## src/rtl/axi_wr_rd_arb2.sv

```systemverilog
// Two-requester AXI arbiter: round-robin AW/AR grant with hold-until-handshake,
// W/B/R steered back to the right requester through in-order port-index FIFOs.
package axi_wr_rd_arb2_pkg;
  typedef struct packed {
    logic [3:0]  id;
    logic [31:0] addr;
    logic [7:0]  len;
    logic [2:0]  size;
    logic [1:0]  burst;
  } aw_chan_t;

  typedef struct packed {
    logic [63:0] data;
    logic [7:0]  strb;
    logic        last;
  } w_chan_t;

  typedef struct packed {
    logic [3:0] id;
    logic [1:0] resp;
  } b_chan_t;

  typedef struct packed {
    logic [3:0]  id;
    logic [31:0] addr;
    logic [7:0]  len;
    logic [2:0]  size;
    logic [1:0]  burst;
  } ar_chan_t;

  typedef struct packed {
    logic [3:0]  id;
    logic [63:0] data;
    logic [1:0]  resp;
    logic        last;
  } r_chan_t;

  typedef struct packed {
    aw_chan_t aw;
    logic     aw_valid;
    w_chan_t  w;
    logic     w_valid;
    logic     b_ready;
    ar_chan_t ar;
    logic     ar_valid;
    logic     r_ready;
  } axi_req_t;

  typedef struct packed {
    logic    aw_ready;
    logic    ar_ready;
    logic    w_ready;
    b_chan_t b;
    logic    b_valid;
    r_chan_t r;
    logic    r_valid;
  } axi_resp_t;
endpackage

// 1-bit port-index FIFO; pointers wrap naturally, a separate counter gives full/empty.
module axi_wr_rd_arb2_idx_fifo #(
  parameter int unsigned Depth = 4
) (
  input  logic clk_i,
  input  logic rst_ni,
  input  logic push_i,
  input  logic data_i,
  input  logic pop_i,
  output logic full_o,
  output logic empty_o,
  output logic head_o
);
  localparam int unsigned PtrW = $clog2(Depth);
  localparam int unsigned CntW = PtrW + 1;

  logic [Depth-1:0] mem_q, mem_d;
  logic [PtrW-1:0]  wr_ptr_q, wr_ptr_d;
  logic [PtrW-1:0]  rd_ptr_q, rd_ptr_d;
  logic [CntW-1:0]  cnt_q, cnt_d;

  assign full_o  = (cnt_q == CntW'(Depth));
  assign empty_o = (cnt_q == '0);
  assign head_o  = mem_q[rd_ptr_q];

  // Next-state for storage, pointers and occupancy.
  always_comb begin
    mem_d    = mem_q;
    wr_ptr_d = wr_ptr_q;
    rd_ptr_d = rd_ptr_q;
    cnt_d    = cnt_q;
    if (push_i) begin
      mem_d[wr_ptr_q] = data_i;
      wr_ptr_d        = wr_ptr_q + PtrW'(1);
    end else begin
      wr_ptr_d = wr_ptr_q;
    end
    if (pop_i) begin
      rd_ptr_d = rd_ptr_q + PtrW'(1);
    end else begin
      rd_ptr_d = rd_ptr_q;
    end
    if (push_i && !pop_i) begin
      cnt_d = cnt_q + CntW'(1);
    end else if (!push_i && pop_i) begin
      cnt_d = cnt_q - CntW'(1);
    end else begin
      cnt_d = cnt_q;
    end
  end

  // State registers.
  always_ff @(posedge clk_i or negedge rst_ni) begin
    if (!rst_ni) begin
      mem_q    <= '0;
      wr_ptr_q <= '0;
      rd_ptr_q <= '0;
      cnt_q    <= '0;
    end else begin
      mem_q    <= mem_d;
      wr_ptr_q <= wr_ptr_d;
      rd_ptr_q <= rd_ptr_d;
      cnt_q    <= cnt_d;
    end
  end
endmodule

// Address-channel arbiter: grant held while valid waits for ready, priority flips on handshake.
module axi_wr_rd_arb2_addr_arb #(
  parameter type chan_t = logic
) (
  input  logic  clk_i,
  input  logic  rst_ni,
  input  logic  valid0_i,
  input  logic  valid1_i,
  input  chan_t chan0_i,
  input  chan_t chan1_i,
  input  logic  elig_i,
  input  logic  mst_ready_i,
  output logic  sel_o,
  output logic  mst_valid_o,
  output logic  hs_o,
  output chan_t chan_o
);
  logic rr_q, rr_d;
  logic lock_q, lock_d;
  logic sel_q, sel_d;
  logic req_valid_s;

  // Grant selection: a held grant wins, otherwise the lone requester or the preferred port.
  always_comb begin
    if (lock_q) begin
      sel_o = sel_q;
    end else if (valid0_i && valid1_i) begin
      sel_o = rr_q;
    end else if (valid1_i) begin
      sel_o = 1'b1;
    end else begin
      sel_o = 1'b0;
    end
  end

  assign req_valid_s = sel_o ? valid1_i : valid0_i;
  assign chan_o      = sel_o ? chan1_i : chan0_i;
  assign mst_valid_o = req_valid_s && elig_i;
  assign hs_o        = mst_valid_o && mst_ready_i;

  // Lock/priority update.
  always_comb begin
    rr_d   = rr_q;
    lock_d = lock_q;
    sel_d  = sel_q;
    if (hs_o) begin
      lock_d = 1'b0;
      rr_d   = ~sel_o;
    end else if (mst_valid_o) begin
      lock_d = 1'b1;
      sel_d  = sel_o;
    end else begin
      lock_d = lock_q;
    end
  end

  // Arbitration state registers.
  always_ff @(posedge clk_i or negedge rst_ni) begin
    if (!rst_ni) begin
      rr_q   <= 1'b0;
      lock_q <= 1'b0;
      sel_q  <= 1'b0;
    end else begin
      rr_q   <= rr_d;
      lock_q <= lock_d;
      sel_q  <= sel_d;
    end
  end
endmodule

// Simulation-only protocol check: downstream must not return B with no write outstanding.
module axi_wr_rd_arb2_chk (
  input logic clk_i,
  input logic rst_ni,
  input logic b_valid_i,
  input logic b_empty_i
);
  a_no_orphan_b: assert property (@(posedge clk_i) disable iff (!rst_ni)
    !(b_valid_i && b_empty_i))
    else $error("B response received with no outstanding write");
endmodule

module axi_wr_rd_arb2 #(
  parameter int unsigned MaxTxns = 4,
  parameter type aw_chan_t  = axi_wr_rd_arb2_pkg::aw_chan_t,
  parameter type w_chan_t   = axi_wr_rd_arb2_pkg::w_chan_t,
  parameter type b_chan_t   = axi_wr_rd_arb2_pkg::b_chan_t,
  parameter type ar_chan_t  = axi_wr_rd_arb2_pkg::ar_chan_t,
  parameter type r_chan_t   = axi_wr_rd_arb2_pkg::r_chan_t,
  parameter type axi_req_t  = axi_wr_rd_arb2_pkg::axi_req_t,
  parameter type axi_resp_t = axi_wr_rd_arb2_pkg::axi_resp_t
) (
  input  logic      clk_i,
  input  logic      rst_ni,
  input  axi_req_t  slv0_req_i,
  output axi_resp_t slv0_resp_o,
  input  axi_req_t  slv1_req_i,
  output axi_resp_t slv1_resp_o,
  output axi_req_t  mst_req_o,
  input  axi_resp_t mst_resp_i
);
  aw_chan_t aw_pl_s;
  ar_chan_t ar_pl_s;
  w_chan_t  w_pl_s;
  b_chan_t  b_pl_s;
  r_chan_t  r_pl_s;

  logic aw_sel_s, aw_valid_s, aw_hs_s, aw_elig_s, aw_rdy_s;
  logic ar_sel_s, ar_valid_s, ar_hs_s, ar_elig_s, ar_rdy_s;
  logic w_full_s, w_empty_s, w_head_s, w_valid_s, w_rdy_s, w_pop_s;
  logic b_full_s, b_empty_s, b_head_s, b_valid_s, b_rdy_s, b_pop_s;
  logic r_full_s, r_empty_s, r_head_s, r_valid_s, r_rdy_s, r_pop_s;

  // A full routing FIFO blocks the grant even if it pops this cycle, so grant never depends on ready.
  assign aw_elig_s = !w_full_s && !b_full_s;
  assign ar_elig_s = !r_full_s;
  assign aw_rdy_s  = aw_elig_s && mst_resp_i.aw_ready;
  assign ar_rdy_s  = ar_elig_s && mst_resp_i.ar_ready;

  axi_wr_rd_arb2_addr_arb #(.chan_t(aw_chan_t)) u_aw_arb (
    .clk_i       (clk_i),
    .rst_ni      (rst_ni),
    .valid0_i    (slv0_req_i.aw_valid),
    .valid1_i    (slv1_req_i.aw_valid),
    .chan0_i     (slv0_req_i.aw),
    .chan1_i     (slv1_req_i.aw),
    .elig_i      (aw_elig_s),
    .mst_ready_i (mst_resp_i.aw_ready),
    .sel_o       (aw_sel_s),
    .mst_valid_o (aw_valid_s),
    .hs_o        (aw_hs_s),
    .chan_o      (aw_pl_s)
  );

  axi_wr_rd_arb2_addr_arb #(.chan_t(ar_chan_t)) u_ar_arb (
    .clk_i       (clk_i),
    .rst_ni      (rst_ni),
    .valid0_i    (slv0_req_i.ar_valid),
    .valid1_i    (slv1_req_i.ar_valid),
    .chan0_i     (slv0_req_i.ar),
    .chan1_i     (slv1_req_i.ar),
    .elig_i      (ar_elig_s),
    .mst_ready_i (mst_resp_i.ar_ready),
    .sel_o       (ar_sel_s),
    .mst_valid_o (ar_valid_s),
    .hs_o        (ar_hs_s),
    .chan_o      (ar_pl_s)
  );

  axi_wr_rd_arb2_idx_fifo #(.Depth(MaxTxns)) u_w_fifo (
    .clk_i   (clk_i),
    .rst_ni  (rst_ni),
    .push_i  (aw_hs_s),
    .data_i  (aw_sel_s),
    .pop_i   (w_pop_s),
    .full_o  (w_full_s),
    .empty_o (w_empty_s),
    .head_o  (w_head_s)
  );

  axi_wr_rd_arb2_idx_fifo #(.Depth(MaxTxns)) u_b_fifo (
    .clk_i   (clk_i),
    .rst_ni  (rst_ni),
    .push_i  (aw_hs_s),
    .data_i  (aw_sel_s),
    .pop_i   (b_pop_s),
    .full_o  (b_full_s),
    .empty_o (b_empty_s),
    .head_o  (b_head_s)
  );

  axi_wr_rd_arb2_idx_fifo #(.Depth(MaxTxns)) u_r_fifo (
    .clk_i   (clk_i),
    .rst_ni  (rst_ni),
    .push_i  (ar_hs_s),
    .data_i  (ar_sel_s),
    .pop_i   (r_pop_s),
    .full_o  (r_full_s),
    .empty_o (r_empty_s),
    .head_o  (r_head_s)
  );

  axi_wr_rd_arb2_chk u_chk (
    .clk_i     (clk_i),
    .rst_ni    (rst_ni),
    .b_valid_i (mst_resp_i.b_valid),
    .b_empty_i (b_empty_s)
  );

  // W follows the oldest accepted AW; an empty FIFO keeps W from overtaking its address.
  assign w_pl_s    = w_head_s ? slv1_req_i.w : slv0_req_i.w;
  assign w_valid_s = !w_empty_s && (w_head_s ? slv1_req_i.w_valid : slv0_req_i.w_valid);
  assign w_rdy_s   = !w_empty_s && mst_resp_i.w_ready;
  assign w_pop_s   = w_valid_s && mst_resp_i.w_ready && w_pl_s.last;

  assign b_pl_s    = mst_resp_i.b;
  assign b_valid_s = !b_empty_s && mst_resp_i.b_valid;
  assign b_rdy_s   = !b_empty_s && (b_head_s ? slv1_req_i.b_ready : slv0_req_i.b_ready);
  assign b_pop_s   = b_valid_s && b_rdy_s;

  assign r_pl_s    = mst_resp_i.r;
  assign r_valid_s = !r_empty_s && mst_resp_i.r_valid;
  assign r_rdy_s   = !r_empty_s && (r_head_s ? slv1_req_i.r_ready : slv0_req_i.r_ready);
  assign r_pop_s   = r_valid_s && r_rdy_s && r_pl_s.last;

  // Output assembly; every handshake signal is forced low while reset is asserted.
  always_comb begin
    mst_req_o   = '0;
    slv0_resp_o = '0;
    slv1_resp_o = '0;
    mst_req_o.aw  = aw_pl_s;
    mst_req_o.w   = w_pl_s;
    mst_req_o.ar  = ar_pl_s;
    slv0_resp_o.b = b_pl_s;
    slv1_resp_o.b = b_pl_s;
    slv0_resp_o.r = r_pl_s;
    slv1_resp_o.r = r_pl_s;
    if (rst_ni) begin
      mst_req_o.aw_valid   = aw_valid_s;
      mst_req_o.w_valid    = w_valid_s;
      mst_req_o.b_ready    = b_rdy_s;
      mst_req_o.ar_valid   = ar_valid_s;
      mst_req_o.r_ready    = r_rdy_s;
      slv0_resp_o.aw_ready = !aw_sel_s && aw_rdy_s;
      slv1_resp_o.aw_ready = aw_sel_s && aw_rdy_s;
      slv0_resp_o.ar_ready = !ar_sel_s && ar_rdy_s;
      slv1_resp_o.ar_ready = ar_sel_s && ar_rdy_s;
      slv0_resp_o.w_ready  = !w_head_s && w_rdy_s;
      slv1_resp_o.w_ready  = w_head_s && w_rdy_s;
      slv0_resp_o.b_valid  = !b_head_s && b_valid_s;
      slv1_resp_o.b_valid  = b_head_s && b_valid_s;
      slv0_resp_o.r_valid  = !r_head_s && r_valid_s;
      slv1_resp_o.r_valid  = r_head_s && r_valid_s;
    end else begin
      mst_req_o.aw_valid = 1'b0;
    end
  end
endmodule

```

## config.mk

```make
export PLATFORM = sky130hd
export DESIGN_NAME = axi_wr_rd_arb2
export DESIGN_NICKNAME = d
export VERILOG_FILES = /design/src/rtl/axi_wr_rd_arb2.sv
export SDC_FILE = /design/constraint.sdc
export NUM_CORES = 1
export LEC_CHECK = 0
export BUFFER_PORTS_ARGS = -buffer_cell sky130_fd_sc_hd__buf_2
export CAP_MARGIN = 20
export CORE_AREA = 2 2 306 308
export DETAILED_ROUTE_END_ITERATION = 10
export DIE_AREA = 0 0 308 310
export PLACE_DENSITY_LB_ADDON = 0.2
export SLEW_MARGIN = 20
export SYNTH_ARGS = -nofsm -noshare
export SYNTH_HDL_FRONTEND = slang
export SYNTH_SLANG_ARGS = --single-unit
export TNS_END_PERCENT = 10
```

## constraint.sdc

```tcl
create_clock -name clk_i -period 3.6 [get_ports clk_i]
set_input_delay 0.18 -clock clk_i [delete_from_list [all_inputs] [get_ports clk_i]]
set_output_delay 0.18 -clock clk_i [all_outputs]
set_load 0.1 [all_outputs]
```

==> reports/metrics.csv, run 1 <==
metric,value,unit
status,"finished, final reports clean",
ys_types,40,
synth.top_cell.area_share,33.0,%
nets,1401,
vias,5703,
wl_per_cell,16.6,um
worstPathRequired,3.42,ns
slew_viol_final,0,
rr_worst_depth,10,
dieWidth,308,um
clk_pin_slew,0.06,ns
io_pins,776,
cts_tree,done,
synth-seq-cells,39,
worstHoldStart,mst_resp_i[0],
area_delta_synth_final,57.5,%
crit_start,u_ar_arb.lock_q,
grt_max_degree,77,
seq_area_frac_synth,17.4,%
post-route-util,9.54,%
holdPathEnd,u_r_fifo.rd_ptr_q[0],
rows,112,
drv_cap,0,
n_fill_cell,10778,
syn_nets,1017,
clock.fmax,332,MHz
layout-drive-gt1-share,79.3,%
cts_buffer_depth,2,
skew,0.00562,ns
finalCritPeriodShare,83.7,%
first_global_vias,5362,
crit_arrival,2.83,ns
drt-total-wl,35600,um
port-buffer-count,547,
htreeDepth,2,
setup-tns-final,0,ns
synthTopCellsByCount,"164 x mux2_2, 154 x buf_4, 39 x dfrtp_1",
slowest_delay,0.71,ns
synth-edff-count,0,
crit_path_start_kind,register,
whs_path_depth,3,
yosys_warnings,0,
worstSetupEndpointType,primary output,
crit_fanout,39,
ys.flop_type,dfrtp_1,
tightest_slew,0.924,ns
postRouteAntennaNets,0,
place_congestion,0.734,
cts.sinks,39,
path_cells,a211o_1 > nand2_2 > buf_4 > mux2_2 > buf_2,
dr.first_iter.drc_count,188,
yosysMostFrequentCell,mux2_2,
crit_slowest_cell,nand2_2,
grt_pass1_wl,42600,um
finalSetupViolations,0,
worstReg2RegStart,u_aw_arb.lock_q,
hpwl,32200,um
min_path_type,primary input to register,
grt_use_total,6.53,%
dr.pass1.iters,4,
timing.rr.end,u_b_fifo.cnt_q[2],
antenna_found_initial,16,
ctsRootBufferMaster,clkbuf_16,
globalRouteOverflowTotal,0,
synth.cell_area,5600,um2
start_util,6.06,%
r2r_slack,0.97,ns
rsz0062_at_grt,false,
via_per_inst,2.65,
slew-limit-headroom,38.2,%
post-cts-setup-buffers,0,
synthTopCellsByArea,"mux2_2 33%, buf_4 21%, dfrtp_1 17%, mux2_4 4.0%, ha_1 3.4%",
hold_violations,0,
cp.buffers_inverters,2,
die_y,310,um
crit_type,register to primary output,
crit_family,simple AND/OR/NAND/NOR gates,
synth_area_leader_cell,mux2_2,
drc,0,
avgSynthCellArea,9.95,um2
post-route-min-period,3.01,ns
insertion_delay,0.29,ns
async_flop_share,100,%
dieArea,95500,um2
core_area,92500,um2
cts_buffers,5,
synth_cells,563,
==> metrics by stage <==
step | hold slack (ns) | instance area (um2) | cells | worst slack, ns
final | 0.253 | 8820 | 2149 | 0.587
after global routing | 0.280 | 8810 | 2145 | 0.447
after CTS | 0.247 | 8810 | 2145 | 0.561
after detailed placement | 0.300 | 8640 | 2136 | 0.895
after global placement | 0.298 | 8640 | 2136 | 0.924
after floorplan | -0.116 | 5600 | 563 | 0.258
==> routing by layer <==
| layer | vias to the layer above | part of all wire [%] | GRT usage (%) |
|---|---|---|---|
| li1 | 2601 | - | - |
| met5 | - | 1.3 | 2.63 |
| met1 | 2617 | 35 | 6.97 |
| met4 | 20 | 3.7 | 2.54 |
| met2 | 362 | 46 | 10.2 |
| met3 | 103 | 14 | 3.94 |
==> repair_timing <==
action | CTS | global route
endpoints found under the hold margin | 16 | 0
setup endpoints to repair | 0 | 0
gates resized for setup | 0 | 0
hold buffers | 1 | 0
==> sequential cells by signal (all words and copies together) (netlist names), 3 cells and up <==
| name | cells |
|---|---|
| u_r_fifo.cnt_q | 3 |
| u_w_fifo.mem_q | 4 |
| u_w_fifo.cnt_q | 3 |
| u_b_fifo.mem_q | 4 |
| u_r_fifo.mem_q | 4 |
| u_b_fifo.cnt_q | 3 |
==> tightest hold or removal path: cells and delay by family <==
kind                   cells  cell delay [ns]
AND/OR/NAND/NOR            1             0.12
buffers and inverters      1             0.11
AO/OA/AOI/OAI              1             0.09
==> logic make-up (layout without fill, tap and decap cells) <==
group,Yosys count,in the layout,synth area share [%]
adders and majority gates,18,18,4.42
muxes,197,197,40.4
other,0,4,0
DFF,39,39,17.4
xor gates and xnor gates,15,15,2.35
buffers and inverters,194,579,24.3
AOI/OAI and AO/OA,44,44,5.87
and+or+nand+nor,56,56,5.23
==> placed cells by master, fill, tap and decap left out, drive strengths merged, types with 2 or more instances in the layout <==
cell,n
nand2b,2
ha,15
nor2,15
o31ai,3
a31oi,8
buf,558
or2,2
and3,6
a41oi,12
fa,3
nor3b,7
a21oi,8
mux2i,17
o21ai,5
nand3,5
mux2,179
xor2,9
inv,12
clkbuf,5
dfrtp,39
nand3b,2
xnor2,6
clkinv,2
diode,4
nand2,12
==> final cells by class <==
type	count	area [um2]	area share, %
diodes	4	10.0	0.113
clock inverters	3	43.8	0.496
repair buffers	559	2860	32.4
clock buffers	5	125	1.42
multi-input cells	330	3270	37.1
well taps	1197	1500	17.0
flip-flops and latches	39	976	11.1
inverters	12	45.0	0.510
==> worst max path at each step <==
stage | endpoint | slack (ns) | cells past startpoint
finish | mst_req_o[14] | 0.59 | 5
global route | mst_req_o[16] | 0.45 | 5
CTS | mst_req_o[14] | 0.56 | 5
detailed placement | mst_req_o[14] | 0.90 | 5
global placement | mst_req_o[14] | 0.92 | 5
floorplan | mst_req_o[51] | 0.26 | 4
Power of run 1 is left out: the tool's default activity adds up to more than one toggle a clock period on the data nets, which glitch-free logic cannot reach.
==> run 2: changes to the inputs <==
--- a/config.mk
+++ b/config.mk
@@ -7,9 +7,9 @@
 export LEC_CHECK = 0
 export BUFFER_PORTS_ARGS = -buffer_cell sky130_fd_sc_hd__buf_2
 export CAP_MARGIN = 20
-export CORE_AREA = 2 2 306 308
+export CORE_AREA = 2 2 303 305
 export DETAILED_ROUTE_END_ITERATION = 10
-export DIE_AREA = 0 0 308 310
+export DIE_AREA = 0 0 305 307
 export PLACE_DENSITY_LB_ADDON = 0.2
 export SLEW_MARGIN = 20
 export SYNTH_ARGS = -nofsm -noshare
==> constraint.sdc (replaced) <==
create_clock -name clk_i -period 2.7 [get_ports clk_i]
set_input_delay 0.135 -clock clk_i [delete_from_list [all_inputs] [get_ports clk_i]]
set_output_delay 0.135 -clock clk_i [all_outputs]
set_load 0.1 [all_outputs]
==> run 2 against run 1 <==
Against the previous run: critical path depth stayed put; final cell count is 0.28% lower; die area is 1.9% lower; clock-buffer cell count is 1 higher; worst hold slack worse by 0.059 ns; sequential cell count stayed put; first-iteration DRC count is 1.6% lower; critical endpoint is now mst_req_o[36]; highest routed layer unchanged.
==> reports/metrics.csv, run 2 (synthesized netlist as in run 1, its figures left out) <==
metric,value,unit,change
die_y,307,um,was 310 um
whs_path_depth,3,,unchanged
dr.first_iter.drc_count,185,,was 188
clk_pin_slew,0.06,ns,about the same
crit_type,register to primary output,,unchanged
placedInstanceArea,9810,um2,was 8640 um2
grt_max_degree,62,,was 77
hpwl,26800,um,was 32200 um
clock.fmax,399,MHz,
final_cell_area,9960,um2,was 8820 um2
rows,111,,was 112
postRouteAntennaNets,0,,unchanged
layout_commonest_cell,buf_2,,unchanged
via_per_inst,2.62,,was 2.65
crit_arrival,2.37,ns,was 2.83 ns
worstPathRequired,2.57,ns,was 3.42 ns
io_pins,776,,unchanged
cts_tree,done,,unchanged
tightest_slew,0.593,ns,was 0.924 ns
nets,1408,,was 1401
post-route-min-period,2.51,ns,
dieArea,93600,um2,was 95500 um2
cts_resized,0,,unchanged
wl_per_cell,14.1,um,was 16.6 um
layout.cells.non_filler,2143,,was 2149
status,"finished, final reports clean",,unchanged
reg_top3,"u_b_fifo.mem_q x4, u_r_fifo.mem_q x4, u_w_fifo.mem_q x4",,unchanged
drt-total-wl,30200,um,was 35600 um
start_util,6.18,%,was 6.06%
rr_worst_depth,10,,unchanged
first_global_vias,5634,,was 5362
area_delta_synth_final,77.8,%,was 57.5%
r2r_slack,0.20,ns,was 0.97 ns
slew_viol_final,0,,unchanged
rsz0062_at_grt,false,,unchanged
cts.sinks,39,,unchanged
globalRouteOverflowTotal,0,,unchanged
antenna_found_initial,8,,was 16
insertion_delay,0.29,ns,about the same
htreeDepth,2,,unchanged
crit_path_start_kind,register,,unchanged
dp.cells,2132,,was 2136
layout-drive-gt1-share,79.5,%,was 79.3%
holdPathEnd,u_r_fifo.rd_ptr_q[0],,unchanged
hold_ws,0.194,ns,was 0.253 ns
worstSetupEndpointType,primary output,,unchanged
core_area,90700,um2,was 92500 um2
hold_violations,0,,unchanged
drc,0,,unchanged
post-route-util,11.0,%,was 9.54%
cts_buffer_depth,2,,unchanged
finalSetupViolations,0,,unchanged
grt_use_total,5.86,%,was 6.53%
worstReg2RegStart,u_b_fifo.rd_ptr_q[1],,was u_aw_arb.lock_q
port-buffer-count,547,,unchanged
timing.rr.end,u_b_fifo.cnt_q[2],,unchanged
crit_fanout,33,,was 39
grt_pass1_wl,40100,um,was 42600 um
place_congestion,0.763,,was 0.734
slew-limit-headroom,60.5,%,was 38.2%
ctsRootBufferMaster,clkbuf_16,,unchanged
vias,5617,,was 5703
mostFrequentLayoutCells,"472 x buf_2, 164 x mux2_2, 77 x buf_12, 39 x dfrtp_1, 17 x mux2i_1",,"was 547 x buf_2, 164 x mux2_2, 39 x dfrtp_1, 17 x mux2i_1"
cts_buffers,5,,unchanged
worstHoldStart,mst_resp_i[0],,unchanged
finalCritPeriodShare,92.9,%,
dr.pass1.iters,4,,unchanged
dieWidth,305,um,was 308 um
drv_cap,0,,unchanged
min_path_type,primary input to register,,unchanged
skew,0.00652,ns,was 0.00562 ns
==> run 2: cell types whose count changed in the layout (fill, tap and decap cells not counted), moves of 2 or more <==
cell / previous run / this run
buf_12: 2 / 77
buf_4: 9 / 16
diode_2: 4 / 2
buf_2: 547 / 472
==> run 2: per-stage QoR <==
stage / setup TNS [ns] / worst slack, ns
2_1_floorplan: -1.03 / -0.474
3_5_place_dp: 0 / 0.193
5_1_grt: 0 / 0.0283
4_1_cts: 0 / 0.174
6_report: 0 / 0.191
3_3_place_gp: 0 / 0.172
==> run 2: worst max path at each step <==
stage                                     from           endpoint  slack [ns]  depth (start not counted)
after floorplan           u_b_fifo.rd_ptr_q[1]    slv0_resp_o[72]       -0.47                          3
after global placement    u_w_fifo.rd_ptr_q[0]  u_w_fifo.cnt_q[2]        0.17                         10
after detailed placement  u_b_fifo.rd_ptr_q[1]  u_b_fifo.cnt_q[2]        0.19                         10
after CTS                      u_ar_arb.lock_q      mst_req_o[36]        0.17                          5
after global routing      u_b_fifo.rd_ptr_q[1]  u_b_fifo.cnt_q[2]        0.03                         10
final                          u_ar_arb.lock_q      mst_req_o[36]        0.19                          5
==> run 2: routing by layer <==
metal	track usage, %	routed length, um
met5	0	30
met1	6.36	10900
met2	8.98	13800
met3	4.01	4670
met4	2.13	856
==> run 2: repair_timing <==
| action | 4_1_cts | 5_1_grt |
|---|---|---|
| setup endpoints to repair | 0 | 0 |
| endpoints found under the hold margin | 11 | 0 |
| buffers inserted | 0 | 0 |
| hold buffers | 1 | 0 |
==> run 2: area by class of cell <==
cell class / instances / area (um2)
antenna: 2 / 5.00
clock inverter: 2 / 12.5
timing repair buffer: 566 / 4030
tap: 1186 / 1480
multi-input combinational: 330 / 3280
inverter: 12 / 45.0
sequential: 39 / 976
fill: 10425 / 80700
clock buffer: 6 / 129
==> run 2: critical path: stages (launching register included) <==
cell     delay, ns
dfrtp_1       0.42
a211o_1       0.39
nand2_2       0.31
buf_12        0.25
mux2_2        0.39
buf_2         0.30
Power of run 2 is left out for the same reason.
==> run 3: changes to the inputs <==
==> constraint.sdc (replaced) <==
create_clock -name clk_i -period 2.7 [get_ports clk_i]
set_input_delay 0.135 -clock clk_i [delete_from_list [all_inputs] [get_ports clk_i]]
set_output_delay 0.135 -clock clk_i [all_outputs]
set_load 0.05 [all_outputs]
==> run 3 against run 2 <==
Against the previous run: register-to-register slack is essentially flat; setup slack gained 0.017 ns; clock skew grew 0.00086 ns; non-clock buffer count grew 8.
==> reports/metrics.csv, run 3 (synthesized netlist as in run 1, its figures left out) <==
metric,value,unit,change
status,"finished, final reports clean",,unchanged
worst_slack,0.207,ns,was 0.191 ns
cts_buffer_depth,2,,unchanged
crit_path_start_kind,register,,unchanged
insertion_delay,0.29,ns,about the same
cts.sinks,39,,unchanged
hpwl,30500,um,was 26800 um
die_y,307,um,unchanged
cts_buffers,5,,unchanged
port-buffer-count,547,,unchanged
skew,0.00738,ns,was 0.00652 ns
core_area,90700,um2,unchanged
htreeDepth,2,,unchanged
tightest_slew,0.565,ns,was 0.593 ns
vias,5665,,was 5617
mostFrequentLayoutCells,"547 x buf_2, 164 x mux2_2, 39 x dfrtp_1, 22 x buf_4, 17 x mux2i_1",,"was 472 x buf_2, 164 x mux2_2, 77 x buf_12, 39 x dfrtp_1, 17 x mux2i_1"
setup-tns-final,0,ns,unchanged
area_delta_synth_final,59.2,%,was 77.8%
n_antenna_cell,0,,was 2
drv_cap,0,,unchanged
postRouteAntennaNets,0,,unchanged
dr.first_iter.drc_count,193,,was 185
via_per_inst,2.64,,was 2.62
wl_per_cell,16.1,um,was 14.1 um
layout_commonest_cell,buf_2,,unchanged
antenna_found_initial,18,,was 8
post-route-min-period,2.49,ns,was 2.51 ns
place_congestion,0.691,,was 0.763
rows,111,,unchanged
regArea,976,um2,unchanged
hold_violations,0,,unchanged
crit_type,register to primary output,,unchanged
pre_cts_ws,0.122,ns,was 0.193 ns
min_path_type,primary input to register,,unchanged
ctsRootBufferMaster,clkbuf_16,,unchanged
p_leak,4.17,nW,
globalRouteOverflowTotal,0,,unchanged
io_pins,776,,unchanged
first_global_vias,5703,,was 5634
finalSetupViolations,0,,unchanged
nets,1416,,was 1408
crit_arrival,2.36,ns,was 2.37 ns
power.density,1310,nW/um2,
rsz0062_at_grt,false,,unchanged
worstSetupEndpointType,primary output,,unchanged
n_fill_cell,10527,,was 10425
grt_pass1_wl,44300,um,was 40100 um
clock.fmax,401,MHz,was 399 MHz
peakVddDrop,0.000651,V,
grt_max_degree,77,,was 62
worstPathRequired,2.57,ns,about the same
drt-total-wl,34500,um,was 30200 um
slew-limit-headroom,62.0,%,was 60.5%
start_util,6.18,%,unchanged
slew_viol_final,0,,unchanged
drc,0,,unchanged
dr.pass1.iters,4,,unchanged
cts_tree,done,,unchanged
layout-drive-gt1-share,79.9,%,was 79.5%
crit_fanout,76,,was 33
dieArea,93600,um2,unchanged
clk_pin_slew,0.07,ns,was 0.06 ns
grt_use_total,6.74,%,was 5.86%
finalCritPeriodShare,92.3,%,was 92.9%
dieWidth,305,um,unchanged
reg_top3,"u_b_fifo.mem_q x4, u_r_fifo.mem_q x4, u_w_fifo.mem_q x4",,unchanged
multi_input_area,3280,um2,about the same
run 3: final cells by class:
type | instances | share of cell area [%]
Inverter | 12 | 0.505
Tap cell | 1186 | 16.6
Clock buffer | 6 | 1.45
Clock inverter | 2 | 0.140
Timing Repair Buffer | 574 | 33.6
Sequential cell | 39 | 10.9
Multi-Input combinational cell | 330 | 36.8
run 3: final timing paths:
kind	end	cells after the start	from	slack [ns]
min	u_r_fifo.rd_ptr_q[0]	3	slv1_req_i[0]	0.21
min reg2reg	u_b_fifo.cnt_q[2]	1	u_b_fifo.cnt_q[2]	0.52
max in group asynchronous	u_b_fifo.wr_ptr_q[1]	4	rst_ni	1.69
max reg2reg	u_r_fifo.cnt_q[1]	8	u_r_fifo.rd_ptr_q[1]	0.21
min in group asynchronous	u_r_fifo.rd_ptr_q[0]	2	rst_ni	0.32
max	mst_req_o[65]	4	u_w_fifo.mem_q[3]	0.21
run 3: critical path, stage by stage (launching register included):
cell and delay [ns]:
dfrtp_1 0.41, mux4_4 0.65, buf_12 0.24, mux2_2 0.36
buf_2 0.28
run 3: layer usage:
metal | vias up | track usage, % | routed length (um) | part of all wire, %
met3 | 69 | 3.98 | 4880 | 14
li1 | 2623 | - | - | -
met4 | 8 | 2.07 | 897 | 2.6
met1 | 2605 | 7.87 | 13300 | 39
met5 | - | 2.69 | 371 | 1.1
met2 | 360 | 10.0 | 15100 | 44
run 3: repair_timing:
action	in CTS	in global routing
endpoints found under the hold margin	5	0
gates resized for setup	0	3
hold buffers	1	0
setup endpoints to repair	0	1
buffers inserted	0	1
run 3: stage by stage:
step	std cells	utilization (%)	area, um2	hold WS (ns)	total power, W
after detailed placement	2139	9.65	8750	0.104	0.0112
after floorplan	563	-	5600	-0.161	0.00960
after global routing	2149	9.83	8920	0.235	0.0124
after global placement	2139	9.65	8750	0.105	0.0113
after CTS	2148	9.82	8900	0.200	0.0119
final	2149	9.83	8920	0.207	0.0117
run 3: power breakdown:
part	leakage (nW)	switching [W]	total [W]	internal, W
Combinational	3.65	0.00663	0.00994	0.00332
Sequential	0.456	0.000268	0.00116	0.000896
Clock	0.0669	0.000263	0.000605	0.000342
Note: power is estimated with default switching activity, not from simulation.
